[config.mk]
export PLATFORM = sky130hd
export DESIGN_NAME = ex_stage
export DESIGN_NICKNAME = d
export VERILOG_FILES = /design/src/rtl/ex_stage.sv
export SDC_FILE = /design/constraint.sdc
export NUM_CORES = 1
export LEC_CHECK = 0
export ABC_AREA = 1
export BUFFER_PORTS_ARGS = -buffer_cell sky130_fd_sc_hd__buf_2
export CAP_MARGIN = 20
export CORE_MARGIN = 1
export CORE_UTILIZATION = 45
export DETAILED_ROUTE_END_ITERATION = 8
export SLEW_MARGIN = 20
export SYNTH_ARGS = -nofsm -noshare
export SYNTH_HDL_FRONTEND = slang
export SYNTH_SLANG_ARGS = --single-unit
[constraint.sdc]
create_clock -name clk -period 18.3 [get_ports clk]
set_input_delay 3.66 -clock clk [delete_from_list [all_inputs] [get_ports clk]]
set_output_delay 3.66 -clock clk [all_outputs]
set_load 0.05 [all_outputs]
[src/rtl/ex_stage.sv]
// Execute stage: logic/shift in one cycle, 32-iteration restoring divide into HI/LO, EX/MEM latch.
// Latency 1 cycle for logic/shift, 34 edges for divide; stall_req holds upstream while a divide runs.
module ex_stage #(
  parameter int DIV_CYCLES = 32
) (
  input  logic        clk,
  input  logic        reset,
  input  logic        flush,
  input  logic [7:0]  alu_op,
  input  logic [2:0]  alu_sel,
  input  logic [31:0] src_data1,
  input  logic [31:0] src_data2,
  input  logic [4:0]  wr_addr,
  input  logic        wr_en,
  output logic        ex_rewrite_en,
  output logic [4:0]  ex_rewrite_addr,
  output logic [31:0] ex_rewrite_data,
  output logic        stall_req,
  output logic        mem_wr_en,
  output logic [4:0]  mem_wr_addr,
  output logic [31:0] mem_wr_data,
  output logic        mem_hilo_en,
  output logic [31:0] mem_hi,
  output logic [31:0] mem_lo
);

  localparam logic [1:0] S_IDLE = 2'd0;
  localparam logic [1:0] S_BUSY = 2'd1;
  localparam logic [1:0] S_DONE = 2'd2;
  localparam logic [4:0] CNT_LAST = 5'(DIV_CYCLES - 1);

  logic [1:0]  state_q, state_d;
  logic [4:0]  cnt_q, cnt_d;
  logic [31:0] quo_q, quo_d, rem_q, rem_d, dvs_q, dvs_d;
  logic        negq_q, negq_d, negr_q, negr_d;

  logic        is_div, div_signed;
  logic [31:0] result, a_abs, b_abs;
  logic [32:0] shifted;
  logic        ge;

  assign is_div     = (alu_sel == 3'b011);
  assign div_signed = (alu_op == 8'h1A);
  assign a_abs      = (div_signed && src_data1[31]) ? -src_data1 : src_data1;
  assign b_abs      = (div_signed && src_data2[31]) ? -src_data2 : src_data2;

  // Trial subtraction of one restoring-divide step.
  assign shifted = {rem_q, quo_q[31]};
  assign ge      = (shifted >= {1'b0, dvs_q});

  always_comb begin
    result = 32'h0;
    case (alu_sel)
      3'b001: begin
        case (alu_op)
          8'h24:   result = src_data1 & src_data2;
          8'h25:   result = src_data1 | src_data2;
          8'h26:   result = src_data1 ^ src_data2;
          8'h27:   result = ~(src_data1 | src_data2);
          default: result = 32'h0;
        endcase
      end
      3'b010: begin
        case (alu_op)
          8'h7C:   result = src_data2 << src_data1[4:0];
          8'h02:   result = src_data2 >> src_data1[4:0];
          8'h03:   result = $unsigned($signed(src_data2) >>> src_data1[4:0]);
          default: result = 32'h0;
        endcase
      end
      default: result = 32'h0;
    endcase
  end

  always_comb begin
    state_d = state_q;
    cnt_d   = cnt_q;
    quo_d   = quo_q;
    rem_d   = rem_q;
    dvs_d   = dvs_q;
    negq_d  = negq_q;
    negr_d  = negr_q;
    if (flush) begin
      state_d = S_IDLE;
      cnt_d   = 5'd0;
    end else begin
      case (state_q)
        S_IDLE: begin
          if (is_div) begin
            cnt_d = 5'd0;
            if (src_data2 == 32'h0) begin
              state_d = S_DONE;
              quo_d   = 32'hFFFF_FFFF;
              rem_d   = src_data1;
              negq_d  = 1'b0;
              negr_d  = 1'b0;
            end else begin
              state_d = S_BUSY;
              quo_d   = a_abs;
              rem_d   = 32'h0;
              dvs_d   = b_abs;
              negq_d  = div_signed & (src_data1[31] ^ src_data2[31]);
              negr_d  = div_signed & src_data1[31];
            end
          end
        end
        S_BUSY: begin
          quo_d = {quo_q[30:0], ge};
          rem_d = ge ? 32'(shifted - {1'b0, dvs_q}) : shifted[31:0];
          cnt_d = cnt_q + 5'd1;
          if (cnt_q == CNT_LAST) state_d = S_DONE;
        end
        default: state_d = S_IDLE;
      endcase
    end
  end

  // Reset gating keeps stall low even while decode still presents a divide.
  assign stall_req = ~reset & ~flush &
                     (((state_q == S_IDLE) & is_div) | (state_q == S_BUSY));

  assign ex_rewrite_en   = wr_en & ~stall_req & ~flush;
  assign ex_rewrite_addr = wr_addr;
  assign ex_rewrite_data = result;

  always_ff @(posedge clk or posedge reset) begin
    if (reset) begin
      state_q     <= S_IDLE;
      cnt_q       <= 5'd0;
      quo_q       <= 32'h0;
      rem_q       <= 32'h0;
      dvs_q       <= 32'h0;
      negq_q      <= 1'b0;
      negr_q      <= 1'b0;
      mem_wr_en   <= 1'b0;
      mem_wr_addr <= 5'd0;
      mem_wr_data <= 32'h0;
      mem_hilo_en <= 1'b0;
      mem_hi      <= 32'h0;
      mem_lo      <= 32'h0;
    end else begin
      state_q <= state_d;
      cnt_q   <= cnt_d;
      quo_q   <= quo_d;
      rem_q   <= rem_d;
      dvs_q   <= dvs_d;
      negq_q  <= negq_d;
      negr_q  <= negr_d;
      if (flush || stall_req) begin
        mem_wr_en   <= 1'b0;
        mem_wr_addr <= 5'd0;
        mem_wr_data <= 32'h0;
        mem_hilo_en <= 1'b0;
        mem_hi      <= 32'h0;
        mem_lo      <= 32'h0;
      end else begin
        mem_wr_en   <= wr_en & ~is_div;
        mem_wr_addr <= wr_addr;
        mem_wr_data <= result;
        mem_hilo_en <= (state_q == S_DONE);
        mem_hi      <= (state_q == S_DONE) ? (negr_q ? -rem_q : rem_q) : 32'h0;
        mem_lo      <= (state_q == S_DONE) ? (negq_q ? -quo_q : quo_q) : 32'h0;
      end
    end
  end

endmodule

==> load_flow_metrics.sql, run 1 <==
INSERT INTO impl_metrics (metric_group, metric, value, unit) VALUES
('pwr', 'combPwrFrac', '46.7', '%'),
('critical_path', 'worst_ep_required_time', '14.64', 'ns'),
('floorplanning', 'initial_utilization', '45.9', '%'),
('pwr', 'net-switching-power', '1.03', 'mW'),
('sta', 'fin_hold_ws', '0.489', 'ns'),
('finish', 'finalNetCount', '3636', ''),
('routing', 'routed_wire_length_per_instance', '22.9', 'um'),
('cts', 'cts_buffers', '25', ''),
('cts', 'cts_tree', 'done', ''),
('routing', 'vias', '24100', ''),
('synth', 'seq_area_frac_synth', '26.1', '%'),
('grt', 'number_of_global_route_vias_before_repair', '21900', ''),
('cts', 'clock-root-buffer', 'sky130_fd_sc_hd__clkbuf_16', ''),
('min_path', 'timing.hold.worst_path_depth', '2', ''),
('min_path', 'min_path_type', 'register to register', ''),
('grt', 'grt_util_all_layers', '40.3', '%'),
('critical_path', 'worst-setup-path-type', 'input pin to output pin', ''),
('place', 'finalWeightedCongestion', '1.02', ''),
('sta', 'min_period_over_period', '57.0', '%'),
('sta', 'worst_slew_margin_rel', '26.8', '%'),
('sta', 'total_negative_slack_for_setup_checks', '0', 'ns'),
('sta', 'finalHoldViolCount', '0', ''),
('synth', 'postSynth.topFlopCell', 'sky130_fd_sc_hd__dfrtp_1', ''),
('synth', 'postSynthAreaPerCell', '6.04', 'um2'),
('synth', 'synth_enable_flop_cells', '0', ''),
('critical_path', 'critPathCaptureType', 'output pin', ''),
('synth', 'syn_inst', '3303', ''),
('synth', 'synth.lib_cells_used.distinct', '45', ''),
('critical_path', 'ff2ff_path_depth', '13', ''),
('synth', 'proportion_of_synthesized_flip_flops_having_asynchronous_set_or_reset', '100', '%'),
('floorplanning', 'die_height', '213', 'um'),
('cts', 'clock_sink_count', '208', ''),
('sta', 'timing_max_transition_violations_final', '0', ''),
('floorplanning', 'ioPinCount', '226', ''),
('pwr', 'seq_power_share', '28.7', '%'),
('grt', 'grt_first_pass_wirelength', '135', 'mm'),
('cts', 'clkLatencyLatePin', '0.56', 'ns'),
('place', 'post_place_setup_slack', '8.00', 'ns'),
('finish', 'finish.instance_area', '22300', 'um2'),
('finish', 'syn2layout_area_growth', '11.8', '%'),
('outcome', 'status', 'finished, final reports clean', ''),
('sta', 'setup_repair_after_global_routing_missed_its_margin', 'no', ''),
('synth', 'yosysWarnings', '0', ''),
('critical_path', 'critical_path.reg2reg.startpoint', 'rem_q[23]', ''),
('critical_path', 'timing.critical_path.fanout_max', '48', ''),
('sta', 'setup_viol_count_final', '0', ''),
('min_path', 'min_delay_startpoint', 'dvs_q[28]', ''),
('cts', 'path_clk_slew', '0.06', 'ns'),
('grt', 'grt_antenna_before_repair', '5', ''),
('routing', 'via_per_inst', '5.93', ''),
('sta', 'worst_max_slew_pin_slew', '1.09', 'ns'),
('critical_path', 'worst-endpoint-arrival', '6.77', 'ns'),
('cts', 'cts_setup_buffers', '0', ''),
('floorplanning', 'area_of_the_core_region', '43500', 'um2'),
('pwr', 'intPower', '1.11', 'mW'),
('floorplanning', 'std_cell_rows', '76', ''),
('critical_path', 'critical_path_startpoint', 'src_data1[0]', ''),
('cts', 'hold_buffers', '0', ''),
('sta', 'skew', '0.0199', 'ns'),
('floorplanning', 'die_x', '213', 'um'),
('cts', 'cts-root-to-sink-buffers', '3', ''),
('synth', 'mappedNetlistArea', '20000', 'um2'),
('pwr', 'power_density', '95.8', 'nW/um2'),
('finish', 'fill_cells', '4549', ''),
('routing', 'detailedRoute.firstIterationViolations', '3221', ''),
('grt', 'maximum_number_of_pins_on_one_net_before_global_route_repair', '138', ''),
('pwr', 'switching_share', '48.2', '%'),
('sta', 'layout_setup_ws', '7.87', 'ns'),
('place', 'portBuffers', '225', ''),
('cts', 'post_cts.resized_instances', '0', ''),
('routing', 'final_antenna_net_count', '0', '');
-- registers in the layout, summed over array words and instances, names as in the netlist --
signal,count
mem_hilo_en,1
cnt_q,5
quo_q,32
state_q,2
mem_wr_data,32
mem_wr_addr,5
mem_lo,32
dvs_q,32
mem_wr_en,1
mem_hi,32
negq_q,1
rem_q,32
negr_q,1
-- worst max-delay path, stage by stage --
cell,delay [ns]
sky130_fd_sc_hd__buf_2,0.71
sky130_fd_sc_hd__clkinv_1,0.50
sky130_fd_sc_hd__buf_4,0.38
sky130_fd_sc_hd__nand2_1,0.16
sky130_fd_sc_hd__nand3_1,0.11
sky130_fd_sc_hd__nand3_1,0.17
sky130_fd_sc_hd__nand2_1,0.10
sky130_fd_sc_hd__nand2_1,0.12
sky130_fd_sc_hd__o21ai_0,0.10
sky130_fd_sc_hd__nand2_1,0.09
sky130_fd_sc_hd__nand3_1,0.10
sky130_fd_sc_hd__nand2_1,0.22
sky130_fd_sc_hd__nand2_1,0.11
sky130_fd_sc_hd__buf_2,0.23
-- worst paths after layout --
kind | endpoint | slack, ns
max in group asynchronous | dvs_q[10] | 13.34
hold / removal | dvs_q[28] | 0.49
min in group asynchronous | mem_wr_addr[1] | 3.35
setup reg to reg | rem_q[26] | 14.90
setup / recovery | ex_rewrite_data[21] | 7.87
hold reg to reg | dvs_q[28] | 0.49
-- layout by cell type (no fill, tap or decap), types with 25 or more instances in the layout --
cell type                   instances
sky130_fd_sc_hd__a21oi_1          202
sky130_fd_sc_hd__buf_2            225
sky130_fd_sc_hd__buf_4             31
sky130_fd_sc_hd__clkbuf_16         25
sky130_fd_sc_hd__dfrtp_1          208
sky130_fd_sc_hd__ha_1             103
sky130_fd_sc_hd__inv_1            380
sky130_fd_sc_hd__nand2_1          996
sky130_fd_sc_hd__nand3_1          467
sky130_fd_sc_hd__nand4_1           33
sky130_fd_sc_hd__nor2_1           339
sky130_fd_sc_hd__nor3_1            44
sky130_fd_sc_hd__o21ai_0          152
sky130_fd_sc_hd__xor2_1            50
-- synthesized netlist by cell type (all sizes together), types with 20 or more instances --
master,n,share of area (%)
nor3,51,1.4
nand3,472,12
nor2,359,7.1
xor2,50,2.2
o2111ai,20,0.88
inv,390,7.3
dfrtp,208,26
buf,72,2.0
nand4,35,1.2
ha,103,6.5
o21ai,170,4.4
clkbuf,66,1.2
a21oi,202,5.1
nand2,998,19
-- final cells by class --
| class | instances | area, um2 | area share [%] |
|---|---|---|---|
| Multi-Input combinational cell | 2564 | 12700 | 56.8 |
| Sequential cell | 208 | 5200 | 23.3 |
| Inverter | 393 | 1480 | 6.65 |
| Timing Repair Buffer | 256 | 1360 | 6.09 |
| Tap cell | 585 | 732 | 3.28 |
| Clock buffer | 30 | 684 | 3.07 |
| Clock inverter | 16 | 179 | 0.802 |
| Antenna cell | 2 | 5.00 | 0.0224 |
-- logic make-up after synthesis --
group                      synth area share (%)
AOI/OAI and AO/OA                          12.5
xor gates and xnor gates                   2.68
adders and majority gates                  6.56
buffers and inverters                      10.7
DFF                                        26.1
and+or+nand+nor                            41.5
-- per-stage QoR --
| stage | utilization (%) | power, mW | instances |
|---|---|---|---|
| finish | 51.3 | 2.14 | 4054 |
| global route | 51.3 | 2.25 | 4054 |
| CTS | 51.3 | 2.09 | 4052 |
| detailed placement | 49.3 | 1.57 | 4006 |
| global placement | 49.3 | 1.56 | 4006 |
| floorplan | - | 1.20 | 3303 |
-- power groups by stage --
stage | registers [mW] | logic [mW] | clock network [mW]
6_report | 0.613 | 0.999 | 0.526
5_1_grt | 0.616 | 1.09 | 0.547
4_1_cts | 0.605 | 0.960 | 0.528
3_5_place_dp | 0.613 | 0.954 | 0
3_3_place_gp | 0.610 | 0.947 | 0
2_1_floorplan | 0.579 | 0.626 | 0
-- per-layer routing --
metal	vias up	global-route usage (%)	part of all wire [%]
met3	278	7.55	11
met1	11300	57.0	43
met4	4	20.6	5.6
met2	1507	58.1	41
li1	11000	-	-
met5	-	0	0.026
Power figures use the tool's default switching activity.
==> run 2, diff against run 1 <==
--- a/config.mk
+++ b/config.mk
@@ -11,6 +11,7 @@
 export CORE_MARGIN = 1
 export CORE_UTILIZATION = 45
 export DETAILED_ROUTE_END_ITERATION = 8
+export PLACE_DENSITY = 0.66
 export SLEW_MARGIN = 20
 export SYNTH_ARGS = -nofsm -noshare
 export SYNTH_HDL_FRONTEND = slang
==> constraint.sdc (replaced) <==
create_clock -name clk -period 8.35 [get_ports clk]
set_input_delay 1.67 -clock clk [delete_from_list [all_inputs] [get_ports clk]]
set_output_delay 1.67 -clock clk [all_outputs]
set_load 0.05 [all_outputs]
==> run 2 against run 1 <==
Compared with the run above:
- non-clock buffer count increased by 1
- routed wire length grew 0.11%
- combinational power rose by 120%
- largest cell class unchanged
==> load_flow_metrics.sql, run 2 (synthesized netlist as in run 1, its figures left out) <==
INSERT INTO impl_metrics (metric_group, metric, value, unit) VALUES
('sta', 'worst_max_slew_pin_slew', '1.05', 'ns'),
('critical_path', 'rr_endpoint', 'rem_q[26]', ''),
('finish', 'drive_above_1_share', '10.4', '%'),
('routing', 'routed_wirelength', '93.0', 'mm'),
('place', 'detailedPlacementHpwl', '74.0', 'mm'),
('pwr', 'combPwrFrac', '47.1', '%'),
('pwr', 'seq_power_share', '28.8', '%'),
('critical_path', 'cpPeakStageDelay', '0.72', 'ns'),
('grt', 'grt_antenna_before_repair', '4', ''),
('critical_path', 'worst_ep_required_time', '6.68', 'ns'),
('floorplanning', 'std_cell_rows', '76', ''),
('routing', 'detailedRoute.firstIterationViolations', '3204', ''),
('critical_path', 'critical_path.reg2reg.startpoint', 'rem_q[6]', ''),
('finish', 'commonest_cells_after_routing_fill_and_taps_aside', 'sky130_fd_sc_hd__nand2_1 (996), sky130_fd_sc_hd__nand3_1 (467), sky130_fd_sc_hd__inv_1 (379), sky130_fd_sc_hd__nor2_1 (339), sky130_fd_sc_hd__buf_2 (225)', ''),
('pwr', 'power_density', '207', 'nW/um2'),
('sta', 'setup_viol_count_final', '0', ''),
('sta', 'worst_slew_margin_rel', '30.2', '%'),
('floorplanning', 'die_x', '213', 'um'),
('cts', 'h-tree-depth', '1', ''),
('cts', 'clock-root-buffer', 'sky130_fd_sc_hd__clkbuf_16', ''),
('floorplanning', 'initial_utilization', '45.9', '%'),
('sta', 'fin_hold_ws', '0.483', 'ns'),
('routing', 'final_antenna_net_count', '0', ''),
('cts', 'cts_tree', 'done', ''),
('floorplanning', 'ioPinCount', '226', ''),
('cts', 'clock_sink_count', '208', ''),
('min_path', 'min_path_type', 'register to register', ''),
('routing', 'routed_wire_length_per_instance', '22.9', 'um'),
('place', 'place_area', '21400', 'um2'),
('critical_path', 'cpLargestDelayFamily', 'simple AND/OR/NAND/NOR gates', ''),
('critical_path', 'reg2reg_setup_slack', '4.57', 'ns'),
('cts', 'clkLatencyLatePin', '0.56', 'ns'),
('cts', 'path_clk_slew', '0.06', 'ns'),
('grt', 'number_of_global_route_vias_before_repair', '21600', ''),
('floorplanning', 'die_height', '213', 'um'),
('critical_path', 'ff2ff_path_depth', '14', ''),
('finish', 'finalNetCount', '3638', ''),
('sta', 'max_clock_freq', '0.164', 'GHz'),
('floorplanning', 'area_of_the_core_region', '43500', 'um2'),
('pwr', 'vdd_ir_drop_max', '159', 'uV'),
('sta', 'finalHoldViolCount', '0', ''),
('cts', 'cts_buffers', '26', ''),
('sta', 'setup_repair_after_global_routing_missed_its_margin', 'no', ''),
('cts', 'cts_setup_buffers', '0', ''),
('grt', 'grt_first_pass_wirelength', '135', 'mm'),
('critical_path', 'critical_path_depth', '13', ''),
('place', 'dpl.cell_count', '4006', ''),
('routing', 'first_pass_iteration_count_of_the_detailed_router', '6', ''),
('pwr', 'relative_contribution_of_the_clock_network_to_total_power', '24.1', '%'),
('routing', 'vias', '24000', ''),
('grt', 'grt-ovfl-total', '0', ''),
('run', 'timing.max_cap.violations', '0', ''),
('pwr', 'net-switching-power', '2.23', 'mW'),
('place', 'finalWeightedCongestion', '1.09', ''),
('finish', 'instances_no_fill', '4061', ''),
('routing', 'via_per_inst', '5.92', ''),
('floorplanning', 'fp.dieArea', '45200', 'um2'),
('critical_path', 'crit_path_start_kind', 'input pin', ''),
('cts', 'hold_buffers', '0', ''),
('critical_path', 'critical_path_startpoint', 'alu_op[0]', ''),
('routing', 'remaining_drc_errors', '0', ''),
('critical_path', 'timing.critical_path.slowest_stage_cell', 'sky130_fd_sc_hd__nor2_1', ''),
('critical_path', 'worst-setup-path-type', 'input pin to output pin', ''),
('critical_path', 'critical_path_buf_inv_count', '4', ''),
('critical_path', 'timing.critical_path.mode_cell', 'sky130_fd_sc_hd__nand2_1', ''),
('critical_path', 'crit_path_cell_trace', 'buf_2, inv_2, nand2_1, nor3_1, nand2_1, nor2_1, inv_1, a21oi_1, nor2_1, a21oi_1, nand2_1, nand2_1, buf_2', ''),
('pwr', 'p_leak', '12.0', 'nW'),
('sta', 'timing_max_transition_violations_final', '0', ''),
('sta', 'skew', '0.0184', 'ns'),
('sta', 'final.min_clock_period', '6.08', 'ns'),
('critical_path', 'worst-endpoint-arrival', '4.41', 'ns'),
('finish', 'finish.instance_area', '22300', 'um2'),
('pwr', 'switching_share', '48.4', '%'),
('place', 'portBuffers', '225', ''),
('grt', 'maximum_number_of_pins_on_one_net_before_global_route_repair', '144', ''),
('critical_path', 'crit_end', 'ex_rewrite_data[5]', ''),
('outcome', 'status', 'finished, final reports clean', ''),
('finish', 'fin_util', '51.4', '%'),
('sta', 'min_period_over_period', '72.8', '%'),
('grt', 'grt_util_all_layers', '40.4', '%'),
('finish', 'syn2layout_area_growth', '11.8', '%'),
('cts', 'post_cts.resized_instances', '0', ''),
('critical_path', 'timing.critical_path.fanout_max', '13', ''),
('sta', 'total_negative_slack_for_setup_checks', '0', 'ns'),
('critical_path', 'critPathCaptureType', 'output pin', ''),
('cts', 'cts-root-to-sink-buffers', '3', ''),
('finish', 'most_common_cell_after_layout_fill_and_taps_aside', 'sky130_fd_sc_hd__nand2_1', ''),
('pwr', 'intPower', '2.38', 'mW');
## run 2: worst reg2reg max path, stage by stage, from the launching register on
cell and delay [ns]:
sky130_fd_sc_hd__dfrtp_1 0.56, sky130_fd_sc_hd__ha_1 0.46, sky130_fd_sc_hd__nand2_1 0.14, sky130_fd_sc_hd__nor2_2 0.23
sky130_fd_sc_hd__nand3_1 0.10, sky130_fd_sc_hd__nand3_1 0.25, sky130_fd_sc_hd__nand2_1 0.13, sky130_fd_sc_hd__nand2_1 0.10
sky130_fd_sc_hd__nand2_1 0.05, sky130_fd_sc_hd__buf_4 0.25, sky130_fd_sc_hd__nand2_1 0.30, sky130_fd_sc_hd__buf_4 0.39
sky130_fd_sc_hd__nand3_1 0.40, sky130_fd_sc_hd__nand2_1 0.20, sky130_fd_sc_hd__a21oi_1 0.08
## run 2: layer usage
metal | GRT usage (%) | up-vias | part of all wire [%]
met2 | 58.5 | 1548 | 41
met3 | 8.32 | 239 | 12
met5 | 0 | - | 0
li1 | - | 11000 | -
met1 | 57.3 | 11200 | 42
met4 | 18.3 | 0 | 5.0
## run 2: through the flow
step	total power, mW	setup slack, ns
floorplan	2.64	0.999
global placement	3.38	2.48
detailed placement	3.40	2.38
CTS	4.51	2.33
global route	4.85	2.06
finish	4.61	2.27
## run 2: power by group through the flow
stage | Sequential [mW] | Combinational (mW) | Clock (mW)
floorplan | 1.27 | 1.37 | 0
global placement | 1.33 | 2.05 | 0
detailed placement | 1.33 | 2.07 | 0
CTS | 1.31 | 2.08 | 1.12
global route | 1.34 | 2.35 | 1.16
finish | 1.33 | 2.17 | 1.11
## run 2: final cells by class
cell class / instances / area, um2
diodes: 6 / 15.0
clock buffers: 30 / 697
clock inverters: 18 / 139
fillers: 4594 / 21100
inverters: 393 / 1480
multi-input cells: 2564 / 12700
flip-flops and latches: 208 / 5200
well taps: 585 / 732
repair buffers: 257 / 1390
## run 2: worst min-delay path by stage
| stage | startpoint | end | depth (start not counted) |
|---|---|---|---|
| floorplan | dvs_q[31] | dvs_q[31] | 2 |
| global placement | dvs_q[31] | dvs_q[31] | 2 |
| detailed placement | dvs_q[26] | dvs_q[26] | 2 |
| CTS | dvs_q[26] | dvs_q[26] | 2 |
| global route | dvs_q[31] | dvs_q[31] | 2 |
| finish | dvs_q[26] | dvs_q[26] | 2 |
